**config.mk**
```make
export PLATFORM = sky130hd
export DESIGN_NAME = brew_timer_flat
export DESIGN_NICKNAME = d
export VERILOG_FILES = /design/src/rtl/brew_timer_pkg.sv /design/src/rtl/brew_timer_if.sv /design/src/rtl/btn_edge.sv /design/src/rtl/brew_timer.sv /design/src/flat_wrapper.sv
export SDC_FILE = /design/constraint.sdc
export NUM_CORES = 1
export LEC_CHECK = 0
export CELL_PAD_IN_SITES_DETAIL_PLACEMENT = 1
export CELL_PAD_IN_SITES_GLOBAL_PLACEMENT = 1
export CORE_ASPECT_RATIO = 1.5
export CORE_MARGIN = 2
export CORE_UTILIZATION = 50
export CTS_BUF_LIST = sky130_fd_sc_hd__clkbuf_8
export DETAILED_ROUTE_END_ITERATION = 7
export PLACE_DENSITY = 0.95
export SETUP_SLACK_MARGIN = 0.15
export SYNTH_ARGS = -nofsm -noshare
export SYNTH_HDL_FRONTEND = slang
export SYNTH_SLANG_ARGS = --single-unit
```
**constraint.sdc**
```tcl
create_clock -name clk -period 5.6 [get_ports clk]
set_clock_uncertainty 0.05 [all_clocks]
set_input_delay 1.12 -clock clk [delete_from_list [all_inputs] [get_ports clk]]
set_output_delay 1.12 -clock clk [all_outputs]
set_load 0.02 [all_outputs]
```
**src/rtl/brew_timer_pkg.sv**
```systemverilog
// Shared encodings for the brew timer: FSM states, framebuffer lanes, width helper.
package brew_timer_pkg;

    typedef logic [1:0] state_t;

    localparam state_t IDLE  = 2'd0;
    localparam state_t RUN   = 2'd1;
    localparam state_t PAUSE = 2'd2;
    localparam state_t DONE  = 2'd3;

    // Byte lanes inside one 4-byte pixel slot.
    localparam logic [1:0] LANE_G   = 2'd0;
    localparam logic [1:0] LANE_R   = 2'd1;
    localparam logic [1:0] LANE_B   = 2'd2;
    localparam logic [1:0] LANE_PAD = 2'd3;

    // Counter width able to hold 0..n-1, never narrower than one bit.
    function automatic int unsigned cnt_width(input int unsigned n);
        return (n > 1) ? $clog2(n) : 1;
    endfunction

endpackage

```
**src/rtl/brew_timer_if.sv**
```systemverilog
// Framebuffer byte-write bus: the timer drives, the LED framebuffer listens.
interface brew_timer_if;

    logic [8:0] w_addr;
    logic [7:0] dout;
    logic       write_en;

    modport master (output w_addr, output dout, output write_en);
    modport slave  (input  w_addr, input  dout, input  write_en);

endinterface

```
**src/rtl/btn_edge.sv**
```systemverilog
// Button conditioner: two-flop synchroniser, then a registered rising-edge pulse.
module btn_edge (
    input  logic clk,
    input  logic nrst,
    input  logic d,
    output logic pulse
);

    logic sync0_q;
    logic sync1_q;
    logic prev_q;
    logic pulse_q;

    // Synchronise the raw button and emit one pulse per rising edge.
    always_ff @(posedge clk or negedge nrst) begin
        if (!nrst) begin
            sync0_q <= 1'b0;
            sync1_q <= 1'b0;
            prev_q  <= 1'b0;
            pulse_q <= 1'b0;
        end else begin
            sync0_q <= d;
            sync1_q <= sync0_q;
            prev_q  <= sync1_q;
            pulse_q <= sync1_q & ~prev_q;
        end
    end

    assign pulse = pulse_q;

endmodule

```
**src/rtl/brew_timer.sv**
```systemverilog
// Brew timer: 1 s prescaler, progress FSM and a free-running LED framebuffer writer.
module brew_timer
    import brew_timer_pkg::*;
#(
    parameter int unsigned CLK_HZ     = 800000,
    parameter int unsigned NUM_LEDS   = 16,
    parameter int unsigned DURATION_S = 256,
    parameter int unsigned LEVEL      = 255
) (
    input  logic                clk,
    input  logic                nrst,
    input  logic                sw_start,
    input  logic                sw_stop,
    input  logic                sw_pause,
    brew_timer_if.master        fb,
    output logic                done,
    output logic [1:0]          state_o
);

    localparam int unsigned STEP = DURATION_S / NUM_LEDS;
    localparam int unsigned PW   = cnt_width(CLK_HZ);
    localparam int unsigned SW   = cnt_width(STEP);

    localparam logic [PW-1:0] PRESC_MAX  = PW'(CLK_HZ - 1);
    localparam logic [PW-1:0] PRESC_HALF = PW'(CLK_HZ / 2);
    localparam logic [SW-1:0] SEC_MAX    = SW'(STEP - 1);
    localparam logic [6:0]    LED_MAX    = 7'(NUM_LEDS - 1);
    localparam logic [8:0]    ADDR_MAX   = 9'(4 * NUM_LEDS - 1);
    localparam logic [7:0]    LEVEL_B    = 8'(LEVEL);

    logic ev_start, ev_stop, ev_pause;

    btn_edge u_start (.clk(clk), .nrst(nrst), .d(sw_start), .pulse(ev_start));
    btn_edge u_stop  (.clk(clk), .nrst(nrst), .d(sw_stop),  .pulse(ev_stop));
    btn_edge u_pause (.clk(clk), .nrst(nrst), .d(sw_pause), .pulse(ev_pause));

    state_t        state_q, state_d;
    logic [PW-1:0] presc_q, presc_d;
    logic [SW-1:0] sec_q, sec_d;
    logic [6:0]    led_q, led_d;
    logic          blink_q, blink_d;
    logic [8:0]    w_addr_q, w_addr_d;
    logic [7:0]    dout_q, dout_d;
    logic          write_en_q;
    logic          tick;
    logic [6:0]    pix;
    logic [1:0]    lane;

    assign tick = ((state_q == RUN) || (state_q == DONE)) && (presc_q == PRESC_MAX);

    // FSM, prescaler and progress counters; button events override tick effects.
    always_comb begin
        state_d = state_q;
        presc_d = presc_q;
        sec_d   = sec_q;
        led_d   = led_q;
        blink_d = blink_q;

        if ((state_q == RUN) || (state_q == DONE)) begin
            presc_d = tick ? '0 : presc_q + 1'b1;
        end else if (state_q == IDLE) begin
            presc_d = '0;
        end

        if (tick && (state_q == RUN)) begin
            if (sec_q == SEC_MAX) begin
                sec_d = '0;
                if (led_q == LED_MAX) begin
                    state_d = DONE;
                end else begin
                    led_d = led_q + 1'b1;
                end
            end else begin
                sec_d = sec_q + 1'b1;
            end
        end

        if (tick && (state_q == DONE)) begin
            blink_d = ~blink_q;
        end

        if (ev_stop) begin
            state_d = IDLE;
            presc_d = '0;
            sec_d   = '0;
            led_d   = '0;
        end else if (ev_start && (state_q == IDLE)) begin
            state_d = RUN;
            presc_d = '0;
            sec_d   = '0;
            led_d   = '0;
        end else if (ev_start && (state_q == PAUSE)) begin
            state_d = RUN;
        end else if (ev_pause && (state_q == RUN)) begin
            state_d = PAUSE;
        end else if (ev_pause && (state_q == PAUSE)) begin
            state_d = RUN;
        end

        if (state_d != DONE) begin
            blink_d = 1'b0;
        end
    end

    // Address sweep restarts at 0 on the first write after reset.
    always_comb begin
        if (!write_en_q || (w_addr_q == ADDR_MAX)) begin
            w_addr_d = '0;
        end else begin
            w_addr_d = w_addr_q + 1'b1;
        end
    end

    assign pix  = w_addr_d[8:2];
    assign lane = w_addr_d[1:0];

    // Pixel byte for the address being presented alongside it.
    always_comb begin
        dout_d = '0;
        unique case (lane)
            LANE_G: begin
                if (((state_q == RUN) || (state_q == PAUSE)) && (pix < led_q)) begin
                    dout_d = LEVEL_B;
                end
            end
            LANE_R: begin
                if ((state_q == DONE) && blink_q) begin
                    dout_d = LEVEL_B;
                end
            end
            LANE_B: begin
                // Current pixel is steady in RUN; in PAUSE it shows the frozen prescaler phase.
                if (((state_q == RUN) || ((state_q == PAUSE) && (presc_q >= PRESC_HALF)))
                    && (pix == led_q)) begin
                    dout_d = LEVEL_B;
                end
            end
            LANE_PAD: dout_d = '0;
            default:  dout_d = '0;
        endcase
    end

    // State and datapath registers.
    always_ff @(posedge clk or negedge nrst) begin
        if (!nrst) begin
            state_q    <= IDLE;
            presc_q    <= '0;
            sec_q      <= '0;
            led_q      <= '0;
            blink_q    <= 1'b0;
            w_addr_q   <= '0;
            dout_q     <= '0;
            write_en_q <= 1'b0;
        end else begin
            state_q    <= state_d;
            presc_q    <= presc_d;
            sec_q      <= sec_d;
            led_q      <= led_d;
            blink_q    <= blink_d;
            w_addr_q   <= w_addr_d;
            dout_q     <= dout_d;
            write_en_q <= 1'b1;
        end
    end

    assign fb.w_addr   = w_addr_q;
    assign fb.dout     = dout_q;
    assign fb.write_en = write_en_q;
    assign done        = (state_q == DONE);
    assign state_o     = state_q;

endmodule
```
**src/flat_wrapper.sv**
```systemverilog
// flat-port wrapper written by rule: the top's interface ports become plain ports
module brew_timer_flat import brew_timer_pkg::*;
#(
    parameter int unsigned CLK_HZ     = 800000,
    parameter int unsigned NUM_LEDS   = 16,
    parameter int unsigned DURATION_S = 256,
    parameter int unsigned LEVEL      = 255
)
  (clk, nrst, sw_start, sw_stop, sw_pause, done, state_o, fb_w_addr, fb_dout, fb_write_en);
  brew_timer_if fb_i ();
  input  logic clk;
  input  logic nrst;
  input  logic sw_start;
  input  logic sw_stop;
  input  logic sw_pause;
  output logic done;
  output logic [1:0] state_o;
  output wire logic [$bits(fb_i.w_addr)-1:0] fb_w_addr;
  output wire logic [$bits(fb_i.dout)-1:0] fb_dout;
  output wire logic [$bits(fb_i.write_en)-1:0] fb_write_en;
  assign fb_w_addr = fb_i.w_addr;
  assign fb_dout = fb_i.dout;
  assign fb_write_en = fb_i.write_en;
  brew_timer #(.CLK_HZ(CLK_HZ), .NUM_LEDS(NUM_LEDS), .DURATION_S(DURATION_S), .LEVEL(LEVEL)) u_core (.clk(clk), .nrst(nrst), .sw_start(sw_start), .sw_stop(sw_stop), .sw_pause(sw_pause), .fb(fb_i), .done(done), .state_o(state_o));
endmodule
```
==> metrics.txt <==
# TYPE chip_impl_metric gauge
chip_impl_info{name="path_class",value="flop to flop"} 1
chip_impl_metric{name="dr.pass1.iters",unit=""} 4
chip_impl_metric{name="wirelength",unit="um"} 8058
chip_impl_info{name="cts_tree",value="done"} 1
chip_impl_metric{name="die-area",unit="mm^2"} 0.006842
chip_impl_metric{name="grt_remaining_overflow",unit=""} 0
chip_impl_metric{name="core_area",unit="mm^2"} 0.006043
chip_impl_metric{name="io_pins",unit=""} 26
chip_impl_info{name="worst_setup_path_end_kind",value="flop"} 1
chip_impl_metric{name="ys_warn_count",unit=""} 0
chip_impl_metric{name="antenna_left",unit=""} 0
chip_impl_metric{name="fillCellCount",unit=""} 680
chip_impl_metric{name="cp_data_required_time",unit="ns"} 5.79
chip_impl_info{name="crit_path_cell_trace",value="ha_1 > nand3_1 > o41ai_2 > nor2_1 > ha_1 > nand3_1 > nor4_1 > a211oi_1 > nor4b_1"} 1
chip_impl_metric{name="dp_cells",unit=""} 407
chip_impl_info{name="crit_family",value="simple AND/OR/NAND/NOR gates"} 1
chip_impl_metric{name="cts_hold_buf",unit=""} 0
chip_impl_metric{name="initial_utilization",unit="%"} 51.16
chip_impl_metric{name="total_power",unit="uW"} 1095
chip_impl_metric{name="postSynth.asyncResetShare",unit="%"} 100.0
chip_impl_info{name="slowest_stage",value="sky130_fd_sc_hd__o41ai_2"} 1
chip_impl_metric{name="vdd_ir_drop_max",unit="V"} 0.0002738
chip_impl_metric{name="grt_first_pass_wirelength",unit="um"} 13590
chip_impl_metric{name="cts_made_buffers",unit=""} 9
chip_impl_metric{name="h-tree-depth",unit=""} 3
chip_impl_metric{name="final_nets",unit=""} 366
chip_impl_metric{name="num_vias",unit=""} 2552
chip_impl_metric{name="antenna_found_initial",unit=""} 0
chip_impl_metric{name="post_cts_buffers",unit=""} 0
chip_impl_metric{name="fp-row-count",unit=""} 35
chip_impl_metric{name="yosysTopAreaCellShare",unit="%"} 46.14
chip_impl_metric{name="fmax",unit="GHz"} 0.3122
chip_impl_metric{name="avgRoutedWirePerCell",unit="um"} 19.09
chip_impl_metric{name="number_of_hold_violations_in_the_final_report",unit=""} 0
chip_impl_metric{name="grt_max_degree",unit=""} 58
chip_impl_metric{name="critPathMaxFanout",unit=""} 10
chip_impl_metric{name="power_density_over_cell_area",unit="mW/mm^2"} 307.7
chip_impl_info{name="run_status",value="completed"} 1
chip_impl_metric{name="post_layout_nonfiller_instances",unit=""} 422
chip_impl_info{name="clock-root-buffer",value="sky130_fd_sc_hd__clkbuf_8"} 1
chip_impl_info{name="ys_top_cells_by_area",value="sky130_fd_sc_hd__dfrtp_1 46%, sky130_fd_sc_hd__ha_1 6.9%, sky130_fd_sc_hd__xor2_1 4.5%, sky130_fd_sc_hd__nand3_1 4.0%, sky130_fd_sc_hd__nor2_1 3.4%"} 1
chip_impl_metric{name="slowest_delay",unit="ns"} 0.74
chip_impl_metric{name="slew_headroom",unit="%"} 35.47
chip_impl_metric{name="worst_slew_pin_slew",unit="ns"} 0.9591
chip_impl_metric{name="worstSkewPairLatency",unit="ns"} 0.35
chip_impl_metric{name="cts-resized-gates",unit=""} 0
chip_impl_metric{name="numPortBuffers",unit=""} 25
chip_impl_metric{name="number_of_nets_produced_by_synthesis",unit=""} 340
chip_impl_metric{name="dpl_hpwl",unit="um"} 5807
chip_impl_metric{name="diodes",unit=""} 0
chip_impl_metric{name="post-route-util",unit="%"} 58.90
chip_impl_metric{name="final_min_period_over_clock_period",unit="%"} 57.19
chip_impl_metric{name="clk_path_buf_depth",unit=""} 2
chip_impl_metric{name="r2r_slack",unit="ns"} 2.40
chip_impl_info{name="cp-start-kind",value="flop"} 1
chip_impl_metric{name="crit_buf_inv",unit=""} 0
chip_impl_info{name="hold_class",value="flop to flop"} 1
chip_impl_metric{name="post-place-ws",unit="ns"} 2.370
chip_impl_metric{name="timing_max_transition_violations_final",unit=""} 0
chip_impl_metric{name="flow.area_growth_from_synthesis",unit="%"} 15.14
chip_impl_metric{name="globalRouteTotalUtil",unit="%"} 27.39
chip_impl_metric{name="syn_avg_cell_area",unit="um^2"} 9.722
chip_impl_metric{name="dieHeight",unit="um"} 100.3
chip_impl_metric{name="drive_above_1_share",unit="%"} 8.621
chip_impl_info{name="ys_dominant_reg_cell",value="sky130_fd_sc_hd__dfrtp_1"} 1
chip_impl_metric{name="clkSlewWorstSetupHoldPaths",unit="ns"} 0.06
chip_impl_info{name="synthMostInstantiatedCell",value="sky130_fd_sc_hd__dfrtp_1"} 1
chip_impl_metric{name="last_weighted_congestion_value_of_the_routability_driven_placer",unit=""} 0.8356
chip_impl_metric{name="remaining_drc_errors",unit=""} 0
chip_impl_metric{name="synth_enable_flop_cells",unit=""} 0
chip_impl_metric{name="syn-instance-count",unit=""} 318
chip_impl_info{name="synth_top_area_cell",value="sky130_fd_sc_hd__dfrtp_1"} 1
chip_impl_metric{name="cap_violations",unit=""} 0
chip_impl_metric{name="finalWorstSetupSlack",unit="ns"} 2.397
chip_impl_metric{name="synth_area",unit="mm^2"} 0.003092
chip_impl_info{name="unrepaired_setup_endpoints_after_global_routing",value="no"} 1
chip_impl_metric{name="clock_sink_count",unit=""} 57
chip_impl_metric{name="setup-tns-final",unit="ns"} 0
chip_impl_metric{name="cp_data_arrival_time",unit="ns"} 3.40
chip_impl_metric{name="endpoints_failing_setup",unit=""} 0
chip_impl_metric{name="finalWorstPathRequiredPeriod",unit="ns"} 3.203
chip_impl_metric{name="seq_total_area_yosys",unit="%"} 46.14
chip_impl_info{name="synth_top_cells_by_count",value="57 x sky130_fd_sc_hd__dfrtp_1, 28 x sky130_fd_sc_hd__nor2_1, 25 x sky130_fd_sc_hd__nand3_1"} 1
chip_impl_metric{name="die_w",unit="um"} 68.21
chip_impl_metric{name="vias_per_cell",unit=""} 6.047
chip_impl_metric{name="grt_pass1_vias",unit=""} 2824
chip_impl_metric{name="p_leak",unit="uW"} 0.001569
chip_impl_metric{name="netlist-cell-type-count",unit=""} 52
chip_impl_metric{name="drt-initial-drc-count",unit=""} 53
chip_impl_metric{name="ys_ff_latch",unit=""} 57
==> cell usage in the layout (no fill, tap or decap), types with 7 or more instances in the layout <==
master                            count
sky130_fd_sc_hd__a21oi_1             15
sky130_fd_sc_hd__nand4_1              8
sky130_fd_sc_hd__ha_1                17
sky130_fd_sc_hd__clkbuf_8            11
sky130_fd_sc_hd__o21ai_0             20
sky130_fd_sc_hd__or4_1                7
sky130_fd_sc_hd__inv_1               20
sky130_fd_sc_hd__nand2_1             24
sky130_fd_sc_hd__nand3_1             25
sky130_fd_sc_hd__nor2_1              28
sky130_fd_sc_hd__clkdlybuf4s50_1     24
sky130_fd_sc_hd__dfrtp_1             57
sky130_fd_sc_hd__xor2_1              16
==> worst paths after layout <==
check,startpoint,to,depth (start not counted)
max,u_core.fb.w_addr[0],u_core.fb.dout[6],9
min,u_core.u_stop.sync0_q,u_core.u_stop.sync1_q,0
max reg2reg,u_core.fb.w_addr[0],u_core.fb.dout[6],9
min reg2reg,u_core.u_stop.sync0_q,u_core.u_stop.sync1_q,0
max in group asynchronous,nrst,u_core.presc_q[7],2
min in group asynchronous,nrst,u_core.fb.write_en,2
==> power breakdown <==
| group | switching, uW | total [uW] | internal (uW) | leakage [uW] |
|---|---|---|---|---|
| Clock | 164 | 388 | 224 | 0.000106 |
| Combinational | 166 | 253 | 87.6 | 0.000699 |
| Sequential | 23.9 | 454 | 430 | 0.000764 |
==> sequential cells by signal, indices dropped and copies added (netlist names), 2 cells and up <==
signal,flops
u_core.fb.w_addr,9
u_core.led_q,7
u_core.sec_q,4
u_core.presc_q,20
u_core.state_o,2
==> kinds of logic (layout without fill, tap and decap cells) <==
group	Yosys count	count (layout)	share of synthesized area, %
DFF	57	57	46.14
other	1	1	0.1213
adders and majority gates	17	17	6.880
xor gates and xnor gates	19	19	5.382
and+or+nand+nor	128	128	22.74
muxes	2	2	0.6475
AOI/OAI and AO/OA	64	64	13.44
buffers and inverters	30	60	4.654
==> layout make-up <==
type / count / area (um^2) / share of cell area (%)
well taps: 74 / 92.59 / 2.601
clock inverters: 4 / 43.79 / 1.230
repair buffers: 26 / 252.7 / 7.100
flip-flops and latches: 57 / 1426 / 40.07
multi-input cells: 231 / 1521 / 42.74
inverters: 19 / 71.32 / 2.004
clock buffers: 11 / 151.4 / 4.253
==> metal layers <==
layer / track usage, % / up-vias / routed length, um
met5: 0 / - / 0
met4: 16.00 / 0 / 270
met3: 4.484 / 21 / 171
met2: 50.11 / 47 / 4694
met1: 27.92 / 1304 / 2921
li1: - / 1180 / -
==> metrics by stage <==
stage / instance area [um^2] / hold WS, ns
after global placement: 3364 / 0.2831
after detailed placement: 3364 / 0.2871
after global routing: 3560 / 0.3041
after CTS: 3560 / 0.3017
final: 3560 / 0.2993
after floorplan: 3092 / 0.2812
No activity file was read; power rests on OpenSTA's default activity.
